**config.mk**
```make
export PLATFORM = sky130hd
export DESIGN_NAME = note_voice_scheduler_flat
export DESIGN_NICKNAME = d
export VERILOG_FILES = /design/src/rtl/note_voice_scheduler_if.sv /design/src/rtl/note_voice_scheduler.sv /design/src/flat_wrapper.sv
export SDC_FILE = /design/constraint.sdc
export NUM_CORES = 1
export LEC_CHECK = 0
export ABC_AREA = 1
export ABC_CLOCK_PERIOD_IN_PS = 3900
export CAP_MARGIN = 20
export CORE_MARGIN = 2
export CORE_UTILIZATION = 55
export DETAILED_ROUTE_END_ITERATION = 7
export PLACE_DENSITY_LB_ADDON = 0.05
export SETUP_SLACK_MARGIN = 0.3
export SYNTH_ARGS = -nofsm -noshare
export SYNTH_HDL_FRONTEND = slang
export SYNTH_SLANG_ARGS = --single-unit
```
**constraint.sdc**
```tcl
create_clock -name clk -period 3.9 [get_ports clk]
set_clock_uncertainty 0.1 [all_clocks]
set_input_delay 0.78 -clock clk [delete_from_list [all_inputs] [get_ports clk]]
set_output_delay 0.78 -clock clk [all_outputs]
set_load 0.1 [all_outputs]
```
**src/rtl/note_voice_scheduler_if.sv**
```systemverilog
// Key-to-speaker bundle for the shared tone divider: raw key levels in,
// square-wave drive and note status out.
interface note_voice_scheduler_if;
  logic [7:0] keys;
  logic       tone;
  logic       playing;
  logic [2:0] note_idx;
  logic       note_change;

  modport master (
    output keys,
    input  tone,
    input  playing,
    input  note_idx,
    input  note_change
  );

  modport slave (
    input  keys,
    output tone,
    output playing,
    output note_idx,
    output note_change
  );
endinterface

```
**src/rtl/note_voice_scheduler.sv**
```systemverilog
// One square-wave divider shared by eight keys (C4..C5) with last-pressed priority;
// the divider is only retuned at half-period boundaries so no runt pulses reach the speaker.
module note_voice_scheduler #(
  parameter int CLK_HZ = 50000000,
  parameter int CNT_W  = 17,
  parameter int F0     = 262,
  parameter int F1     = 294,
  parameter int F2     = 330,
  parameter int F3     = 349,
  parameter int F4     = 392,
  parameter int F5     = 440,
  parameter int F6     = 494,
  parameter int F7     = 523
) (
  input  logic                  clk,
  input  logic                  reset,
  note_voice_scheduler_if.slave bus
);

  localparam logic [1:0] IDLE = 2'd0;
  localparam logic [1:0] PLAY = 2'd1;
  localparam logic [1:0] STOP = 2'd2;

  localparam int FREQ [8] = '{F0, F1, F2, F3, F4, F5, F6, F7};

  logic [CNT_W-1:0] half_tbl [8];

  // Half-period counts are elaboration-time constants; only a mux remains in hardware.
  for (genvar gi = 0; gi < 8; gi++) begin : g_half
    assign half_tbl[gi] = CNT_W'((CLK_HZ / 2) / FREQ[gi]);
  end

  function automatic logic [2:0] highest_idx(input logic [7:0] v);
    highest_idx = 3'd0;
    for (int i = 0; i < 8; i++) begin
      if (v[i]) highest_idx = 3'(i);
    end
  endfunction

  logic [7:0]       s1_q, s2_q, prev_q;
  logic [7:0]       press;
  logic [2:0]       target_q, target_d;
  logic             target_valid_q, target_valid_d;
  logic [1:0]       state_q, state_d;
  logic [CNT_W-1:0] cnt_q, cnt_d, cnt_run, n_cur;
  logic             tone_q, tone_d, tone_run;
  logic [2:0]       note_idx_q, note_idx_d;
  logic             note_change_q, note_change_d;
  logic             toggle;

  assign press = s2_q & ~prev_q;

  always_comb begin
    target_d       = target_q;
    target_valid_d = target_valid_q;
    if (|press) begin
      target_d       = highest_idx(press);
      target_valid_d = 1'b1;
    end else if (!target_valid_q || !s2_q[target_q]) begin
      // Current key let go: fall back to the highest key still held.
      if (|s2_q) begin
        target_d       = highest_idx(s2_q);
        target_valid_d = 1'b1;
      end else begin
        target_valid_d = 1'b0;
      end
    end
  end

  assign n_cur    = half_tbl[note_idx_q];
  assign toggle   = (cnt_q == n_cur - 1'b1);
  assign cnt_run  = toggle ? '0 : cnt_q + 1'b1;
  assign tone_run = toggle ? ~tone_q : tone_q;

  always_comb begin
    state_d       = state_q;
    cnt_d         = cnt_q;
    tone_d        = tone_q;
    note_idx_d    = note_idx_q;
    note_change_d = 1'b0;
    case (state_q)
      IDLE: begin
        cnt_d  = '0;
        tone_d = 1'b0;
        if (target_valid_q) begin
          state_d       = PLAY;
          note_idx_d    = target_q;
          tone_d        = 1'b1;
          note_change_d = 1'b1;
        end
      end
      PLAY: begin
        cnt_d  = cnt_run;
        tone_d = tone_run;
        if (!target_valid_q) begin
          state_d = STOP;
        end else if (toggle && (target_q != note_idx_q)) begin
          note_idx_d    = target_q;
          note_change_d = 1'b1;
        end
      end
      STOP: begin
        // A high half-period is finished at the current pitch before going silent.
        if (target_valid_q) begin
          state_d = PLAY;
          cnt_d   = cnt_run;
          tone_d  = tone_run;
        end else if (!tone_q) begin
          state_d = IDLE;
          cnt_d   = '0;
          tone_d  = 1'b0;
        end else begin
          cnt_d  = cnt_run;
          tone_d = tone_run;
        end
      end
      default: begin
        state_d = IDLE;
        cnt_d   = '0;
        tone_d  = 1'b0;
      end
    endcase
  end

  always_ff @(posedge clk) begin
    if (reset) begin
      s1_q           <= '0;
      s2_q           <= '0;
      prev_q         <= '0;
      target_q       <= '0;
      target_valid_q <= 1'b0;
      state_q        <= IDLE;
      cnt_q          <= '0;
      tone_q         <= 1'b0;
      note_idx_q     <= '0;
      note_change_q  <= 1'b0;
    end else begin
      s1_q           <= bus.keys;
      s2_q           <= s1_q;
      prev_q         <= s2_q;
      target_q       <= target_d;
      target_valid_q <= target_valid_d;
      state_q        <= state_d;
      cnt_q          <= cnt_d;
      tone_q         <= tone_d;
      note_idx_q     <= note_idx_d;
      note_change_q  <= note_change_d;
    end
  end

  assign bus.tone        = tone_q;
  assign bus.playing     = (state_q != IDLE);
  assign bus.note_idx    = note_idx_q;
  assign bus.note_change = note_change_q;

endmodule
```
**src/flat_wrapper.sv**
```systemverilog
// flat-port wrapper written by rule: the top's interface ports become plain ports
module note_voice_scheduler_flat 
#(
  parameter int CLK_HZ = 50000000,
  parameter int CNT_W  = 17,
  parameter int F0     = 262,
  parameter int F1     = 294,
  parameter int F2     = 330,
  parameter int F3     = 349,
  parameter int F4     = 392,
  parameter int F5     = 440,
  parameter int F6     = 494,
  parameter int F7     = 523
)
  (clk, reset, bus_keys, bus_tone, bus_playing, bus_note_idx, bus_note_change);
  note_voice_scheduler_if bus_i ();
  input  logic clk;
  input  logic reset;
  input wire logic [$bits(bus_i.keys)-1:0] bus_keys;
  output wire logic [$bits(bus_i.tone)-1:0] bus_tone;
  output wire logic [$bits(bus_i.playing)-1:0] bus_playing;
  output wire logic [$bits(bus_i.note_idx)-1:0] bus_note_idx;
  output wire logic [$bits(bus_i.note_change)-1:0] bus_note_change;
  assign bus_i.keys = bus_keys;
  assign bus_tone = bus_i.tone;
  assign bus_playing = bus_i.playing;
  assign bus_note_idx = bus_i.note_idx;
  assign bus_note_change = bus_i.note_change;
  note_voice_scheduler #(.CLK_HZ(CLK_HZ), .CNT_W(CNT_W), .F0(F0), .F1(F1), .F2(F2), .F3(F3), .F4(F4), .F5(F5), .F6(F6), .F7(F7)) u_core (.clk(clk), .reset(reset), .bus(bus_i));
endmodule
```
==> summary.md, run 1 <==
| Metric | Value |
|---|---|
| Crit. End Element | `flop` |
| Max clock buf depth | `2` |
| Port-buffer cells | `15` |
| Post-layout util | `62.0%` |
| Reg2Reg Depth | `16` |
| Top_reg_cell synth | `dfxtp_1` |
| I/O Pins | `16` |
| RSZ-0062 raised after global routing | `no` |
| LEAKAGE | `1.49 nW` |
| Hold_sp | `u_core.s1_q[3]` |
| Filler cell count | `535` |
| Met3 routed WL | `152 um` |
| Area occupied by registers | `1040 um^2` |
| CTS buffer count | `5` |
| Drt initial violations | `between 100 and 150` |
| CP max-delay cell | `dfxtp_1` |
| Final hold vios | `0` |
| Wl on met1 | `around 2.8 mm` |
| Internal power | `895 uW` |
| Final Hold Slack | `0.307 ns` |
| NetSw | `548 uW` |
| Root Driver | `clkbuf_8` |
| DRC viols | `0` |
| H-Tree Depth | `2` |
| Antenna-violating nets left | `0` |
| Slew Limit Fails | `0` |
| Routed length per placed instance | `11.7 um` |
| Syn Area/Cell | `6.96 um^2` |
| Via count | `2679` |
| Seq pwr share | `41.5%` |
| Vias per cell | `5.03` |
| TritonCTS clock tree | `done` |
| WL met2 | `about 3.1 mm` |
| Max incr delay on CP | `0.82 ns` |
| Peak VDD IR | `214 uV` |
| Fraction of layout cells with a size suffix above 1 | `10.8%` |
| Syn_nets | `around 470` |
| Largest net degree at the start of global routing | `29` |
| Setup crit start | `u_core.bus.note_idx[2]` |
| Sw Ratio | `approximately 38%` |
| Commonest non-fill, non-tap cell in the layout | `nand2_1` |
| Proportion of synthesized chip area in sequential cells | `33.6%` |
| Slew headroom | `32.9%` |
| RePlAce Congestion | `0.919` |
| Initial antenna violation count | `0` |
| Syn Inst Count | `445` |
| Minimum clock period | `~3.1 ns` |
| Combinational fraction of design power | `32.0%` |
| Run status | `finished, final reports clean` |
| Worst-path clk slew | `0.10 ns` |
| Critical path startpoint category | `flop` |
| First-pass iteration count of the detailed router | `4` |
| Most frequent CP cell | `nand2_1` |
| Number of cells on the worst hold path | `2` |
| Period utilization | `79.8%` |
| Least-Margin Pin Slew | `about 1 ns` |
| Post-CTS Setup Bufs | `0` |
| P per Cell Area | `around 430 nW/um^2` |
| Die area | `6250 um^2` |
| Core area | `about 5500 um^2` |
| GRT Util Overall | `roughly 22%` |
| Top sig layer | `met4` |
| Min-delay worst type | `reg2reg` |
| Critical path type | `reg2reg` |
| Max cap viols | `0` |
| Total chip power | `1.44 mW` |
| Die width | `between 70 and 80 um` |
| Hpwl dp | `4.92 mm` |
| CP Cell Sequence | `nand2_2 > nand2_4 > ha_1 > inv_1 > nand2_1 > nand2_1 > nand2_1 > nor2_1 > nand3_1 > nor4_1 > nand3_1 > nand3b_1 > ha_1 > a21oi_1 > nor2_1 > nor3_1` |
| Unique masters post-synth | `37` |
| Crit path arrival time | `3.25 ns` |
| Async SR Flop Fraction | `0%` |
| Diodes inserted | `0` |
| Syn. warnings | `0` |
| First-pass GRT wire length | `11.1 mm` |
| Worst skew pair latency | `0.31 ns` |
| FF-to-FF Start | `u_core.bus.note_idx[2]` |
| Clock share of power | `26.5%` |
| Initial Util | `56.6%` |
| Yosys reg bits | `52` |
| Mapped cell area | `3100 um^2` |
| Multi-input gate area | `1710 um^2` |
| Crit-path max FO | `20` |
| Final WL | `6.24 mm` |
| Post-CTS Resized | `0` |
| Most frequent cells in the layout | `nand2_1 (83), inv_1 (69), nor2_1 (68)` |
| Hold buffer count at cts | `0` |
| Syn-to-layout area delta | `9.45%` |
| EDFF count, synth | `0` |
| Die Height | `between 70 and 80 um` |
| Number of global-route vias before repair | `around 2600` |
| Setup violations, final | `0` |
| Grt total ovfl | `0` |
| WP data required | `4.04 ns` |
| Sinks on Clock Net | `between 50 and 60` |
| Row count | `27` |
| Max frequency | `between 0.3 and 0.4 GHz` |
| TNS Setup | `0 ns` |
| Final #Nets | `484` |
==> logic make-up (layout without fill, tap and decap cells) <==
group	after synthesis	count (layout)	share of synthesized area, %
buf+inv	82	98	11.3
fa+ha+maj	14	14	5.65
xor+xnor	14	14	3.96
flops	52	52	33.6
simple gates	235	235	36.8
compound gates	48	48	8.68
==> routing by layer <==
metal / vias up / global-route usage, %
met3: 12 / 3.30
met4: 0 / 8.10
li1: 1414 / -
met5: - / 0
met2: 37 / 41.1
met1: 1216 / 25.5
==> power by group through the flow <==
stage	Clock, mW	Sequential, mW	Combinational, mW
floorplan	0	0.646	0.335
global placement	0	0.610	0.454
detailed placement	0	0.611	0.459
CTS	0.397	0.599	0.460
global route	0.415	0.606	0.516
finish	0.383	0.599	0.462
==> cell type report <==
class	count	share of cell area [%]
clock buffers	5	2.03
clock inverters	3	1.37
well taps	72	2.66
inverters	73	8.23
repair buffers	17	4.72
flip-flops and latches	52	30.7
multi-input cells	311	50.3
==> worst max-delay path: cells and delay by family, from the launching register on <==
kind | cells | cell delay, ns
simple gates | 12 | 1.43
compound gates | 1 | 0.11
fa+ha+maj | 2 | 0.52
buf+inv | 1 | 0.06
flops | 1 | 0.82
==> stage by stage <==
step	std cells	area, um^2	setup WS, ns
CTS	533	3390	0.805
global placement	525	3280	0.883
finish	533	3390	0.789
detailed placement	525	3280	0.805
floorplan	445	3100	0.345
global route	533	3390	0.324
==> sequential cells by signal, summed over array words and instances, names as in the netlist <==
signal                  flops
u_core.state_q              2
u_core.bus.tone             1
u_core.cnt_q               17
u_core.target_valid_q       1
u_core.s1_q                 8
u_core.s2_q                 8
u_core.prev_q               8
u_core.target_q             3
u_core.bus.note_change      1
u_core.bus.note_idx         3
==> worst paths after layout <==
check | end | slack, ns
worst max-delay path | u_core.bus.tone | 0.79
worst max register to register | u_core.bus.tone | 0.79
worst min-delay path | u_core.s2_q[3] | 0.31
worst min register to register | u_core.s2_q[3] | 0.31
==> cells in the mapped netlist, types with 3 or more instances <==
cell type  instances  area share [%]
a21oi_1           13             2.1
clkbuf_1           5            0.61
ha_1              14             5.7
inv_2              3            0.36
nand2_2            7             1.4
xor2_1            13             3.7
dfxtp_1           52              34
nor2_1            68             8.2
nand2_4            3             1.1
buf_6              3             1.1
nor3_1            10             1.6
nand2_1           83              10
o21ai_1            5            0.81
nor2_4            12             4.4
o21ai_0           16             2.6
inv_1             69             8.4
o22ai_1            5             1.0
nand3_1           35             5.7
or2_2              5             1.0
(Power assumes the default switching activity.)
==> run 2, diff against run 1 <==
--- a/config.mk
+++ b/config.mk
@@ -6,10 +6,10 @@
 export NUM_CORES = 1
 export LEC_CHECK = 0
 export ABC_AREA = 1
-export ABC_CLOCK_PERIOD_IN_PS = 3900
+export ABC_CLOCK_PERIOD_IN_PS = 2800
 export CAP_MARGIN = 20
 export CORE_MARGIN = 2
-export CORE_UTILIZATION = 55
+export CORE_UTILIZATION = 54
 export DETAILED_ROUTE_END_ITERATION = 7
 export PLACE_DENSITY_LB_ADDON = 0.05
 export SETUP_SLACK_MARGIN = 0.3
==> constraint.sdc (replaced) <==
create_clock -name clk -period 2.8 [get_ports clk]
set_clock_uncertainty 0.1 [all_clocks]
set_input_delay 0.56 -clock clk [delete_from_list [all_inputs] [get_ports clk]]
set_output_delay 0.56 -clock clk [all_outputs]
set_load 0.1 [all_outputs]
==> summary.md, run 2 (synthesis results as in run 1) <==
| Metric | Value |
|---|---|
| Fraction of layout cells with a size suffix above 1 | `27.8% (was 10.8%)` |
| CTS buffer count | `5 (unchanged)` |
| Period utilization | `93.6% (was 79.8%)` |
| Row count | `27 (unchanged)` |
| Crit-path max FO | `6 (was 20)` |
| WP buf/inv | `2 (was 1)` |
| Final Hold Slack | `0.307 ns (about the same)` |
| Crit path arrival time | `2.77 ns (was 3.25 ns)` |
| Routed length per placed instance | `12.9 um (was 11.7 um)` |
| WP data required | `2.95 ns (was 4.04 ns)` |
| CP Cell Sequence | `ha_4 > buf_4 > buf_4 > o21ai_4 > nor2_8 > nand2_2 > nand2_1 > nand2_2 > nand2_1 > nor4_2 > nand3_1 > nand3b_1 > ha_1 > a21oi_2 > nor2_2 > nor3_2 (was nand2_2 > nand2_4 > ha_1 > inv_1 > nand2_1 > nand2_1 > nand2_1 > nor2_1 > nand3_1 > nor4_1 > nand3_1 > nand3b_1 > ha_1 > a21oi_1 > nor2_1 > nor3_1)` |
| RSZ-0062 raised after global routing | `yes (was no)` |
| Die area | `6360 um^2 (was 6250 um^2)` |
| RePlAce Congestion | `0.835 (was 0.919)` |
| Dpl ws | `0.104 ns (was 0.805 ns)` |
| Filler cell count | `462 (was 535)` |
| Sw Ratio | `40.9% (was 38.0%)` |
| Stages on worst setup path | `16 (unchanged)` |
| Slew headroom | `73.9% (was 32.9%)` |
| CP max-delay cell | `dfxtp_4 (was dfxtp_1)` |
| Reg2Reg Depth | `16 (unchanged)` |
| First-pass iteration count of the detailed router | `4 (unchanged)` |
| Fin cells | `562 (was 533)` |
| Root Driver | `clkbuf_8 (unchanged)` |
| Max clock buf depth | `2 (unchanged)` |
| Minimum clock period | `2.62 ns (was 3.11 ns)` |
| Antenna-violating nets left | `0 (unchanged)` |
| First-pass GRT wire length | `11.9 mm (was 11.1 mm)` |
| LEAKAGE | `1.70 nW (was 1.49 nW)` |
| Drt initial violations | `220 (was 145)` |
| Post-layout util | `70.6% (was 62.0%)` |
| Die Height | `79.7 um (was 79.1 um)` |
| Number of cells on the worst hold path | `2 (unchanged)` |
| Max frequency | `0.381 GHz (was 0.321 GHz)` |
| Largest net degree at the start of global routing | `29 (unchanged)` |
| Final instance area | `3910 um^2 (was 3390 um^2)` |
| Port-buffer cells | `15 (unchanged)` |
| Critical path startpoint category | `flop (unchanged)` |
| GRT Util Overall | `23.7% (was 22.1%)` |
| Final #Nets | `513 (was 484)` |
| Run status | `finished, final reports clean (unchanged)` |
| Critical path type | `reg2reg (unchanged)` |
| I/O Pins | `16 (unchanged)` |
| Number of global-route vias before repair | `2646 (was 2565)` |
| TritonCTS clock tree | `done (unchanged)` |
| Total chip power | `2.19 mW (was 1.44 mW)` |
| NetSw | `895 uW (was 548 uW)` |
| Core area | `5540 um^2 (was 5470 um^2)` |
| Sinks on Clock Net | `52 (unchanged)` |
| Initial Util | `55.9% (was 56.6%)` |
| Commonest non-fill, non-tap cell in the layout | `nand2_1 (unchanged)` |
| Seq pwr share | `38.1% (was 41.5%)` |
| Least-Margin Pin Slew | `0.389 ns (was 1.00 ns)` |
| Max incr delay on CP | `0.40 ns (was 0.82 ns)` |
| Final hold vios | `0 (unchanged)` |
| Peak VDD IR | `351 uV (was 214 uV)` |
| Number of flip-flops in the largest register | `17 (unchanged)` |
| Crit. End Element | `flop (unchanged)` |
| Final WL | `7.25 mm (was 6.24 mm)` |
| Via count | `2892 (was 2679)` |
| H-Tree Depth | `2 (unchanged)` |
| Diodes inserted | `0 (unchanged)` |
| DRC viols | `0 (unchanged)` |
| Hold buffer count at cts | `0 (unchanged)` |
| Max cap viols | `0 (unchanged)` |
| Internal power | `1.30 mW (was 895 uW)` |
| Top reg by flops | `u_core.cnt_q (unchanged)` |
| Hpwl dp | `4.83 mm (was 4.92 mm)` |
| Grt total ovfl | `0 (unchanged)` |
| DP Area | `3360 um^2 (was 3280 um^2)` |
| Most frequent cells in the layout | `nand2_1 (70), inv_1 (62), nor2_1 (62) (was nand2_1 (83), inv_1 (69), nor2_1 (68))` |
| Clock share of power | `21.6% (was 26.5%)` |
| Combinational fraction of design power | `40.3% (was 32.0%)` |
| Initial antenna violation count | `0 (unchanged)` |
| Slew Limit Fails | `0 (unchanged)` |
| Setup ws final | `0.178 ns (was 0.789 ns)` |
| Die width | `79.7 um (was 79.1 um)` |
| Syn-to-layout area delta | `26.3% (was 9.45%)` |
| Vias per cell | `5.15 (was 5.03)` |
| P per Cell Area | `560 nW/um^2 (was 426 nW/um^2)` |
| Worst skew pair latency | `0.32 ns (was 0.31 ns)` |
| Placed instance count | `526 (was 525)` |
| Worst-path clk slew | `0.11 ns (was 0.10 ns)` |
| Setup violations, final | `0 (unchanged)` |
| Cell family with most CP delay | `simple AND/OR/NAND/NOR gates (unchanged)` |
| TNS Setup | `0 ns (unchanged)` |
| Min-delay worst type | `reg2reg (unchanged)` |
run 2: cell types whose count changed in the layout (fill, tap and decap cells not counted), sizes merged:
cell,delta
clkinv,-1
clkbuf,+1
inv,+2
clkdlybuf4s50,-4
bufinv,-1
buf,+32
run 2: area by class of cell:
class	count	area (um^2)	area share (%)
inverters	73	289	7.39
flip-flops and latches	52	1050	26.9
clock inverters	3	28.8	0.736
repair buffers	46	422	10.8
well taps	72	90.1	2.30
clock buffers	5	68.8	1.76
multi-input cells	311	1960	50.1
run 2: power groups by stage:
stage | Combinational, mW | Clock, mW | Sequential [mW]
finish | 0.883 | 0.474 | 0.834
global route | 0.958 | 0.521 | 0.842
CTS | 0.806 | 0.492 | 0.831
detailed placement | 0.658 | 0 | 0.861
global placement | 0.654 | 0 | 0.860
floorplan | 0.490 | 0 | 0.910
run 2: final timing paths:
path                     end  slack, ns                   start
max          u_core.bus.tone       0.18  u_core.bus.note_idx[1]
min           u_core.s2_q[7]       0.31          u_core.s1_q[7]
max reg2reg  u_core.bus.tone       0.18  u_core.bus.note_idx[1]
min reg2reg   u_core.s2_q[7]       0.31          u_core.s1_q[7]
run 2: routing by layer:
layer	routed length (um)	share of wire, %	GRT usage, %	vias up
met5	0	0	0	-
met4	167	2.3	7.80	0
met3	378	5.2	4.41	23
met2	3260	45	37.1	100
met1	3450	48	33.0	1295
li1	-	-	-	1474
run 2: tightest hold or removal path: cells and delay by family, from the launching register on:
family	cells	cell delay, ns
DFF	1	0.31
and+or+nand+nor	1	0.03
buffers and inverters	1	0.04
run 2: what timing repair did:
item,CTS,global route
pin swaps,20,17
buffers inserted,21,6
endpoints found under the setup margin,21,22
gates resized for setup,29,29
cloned,0,1
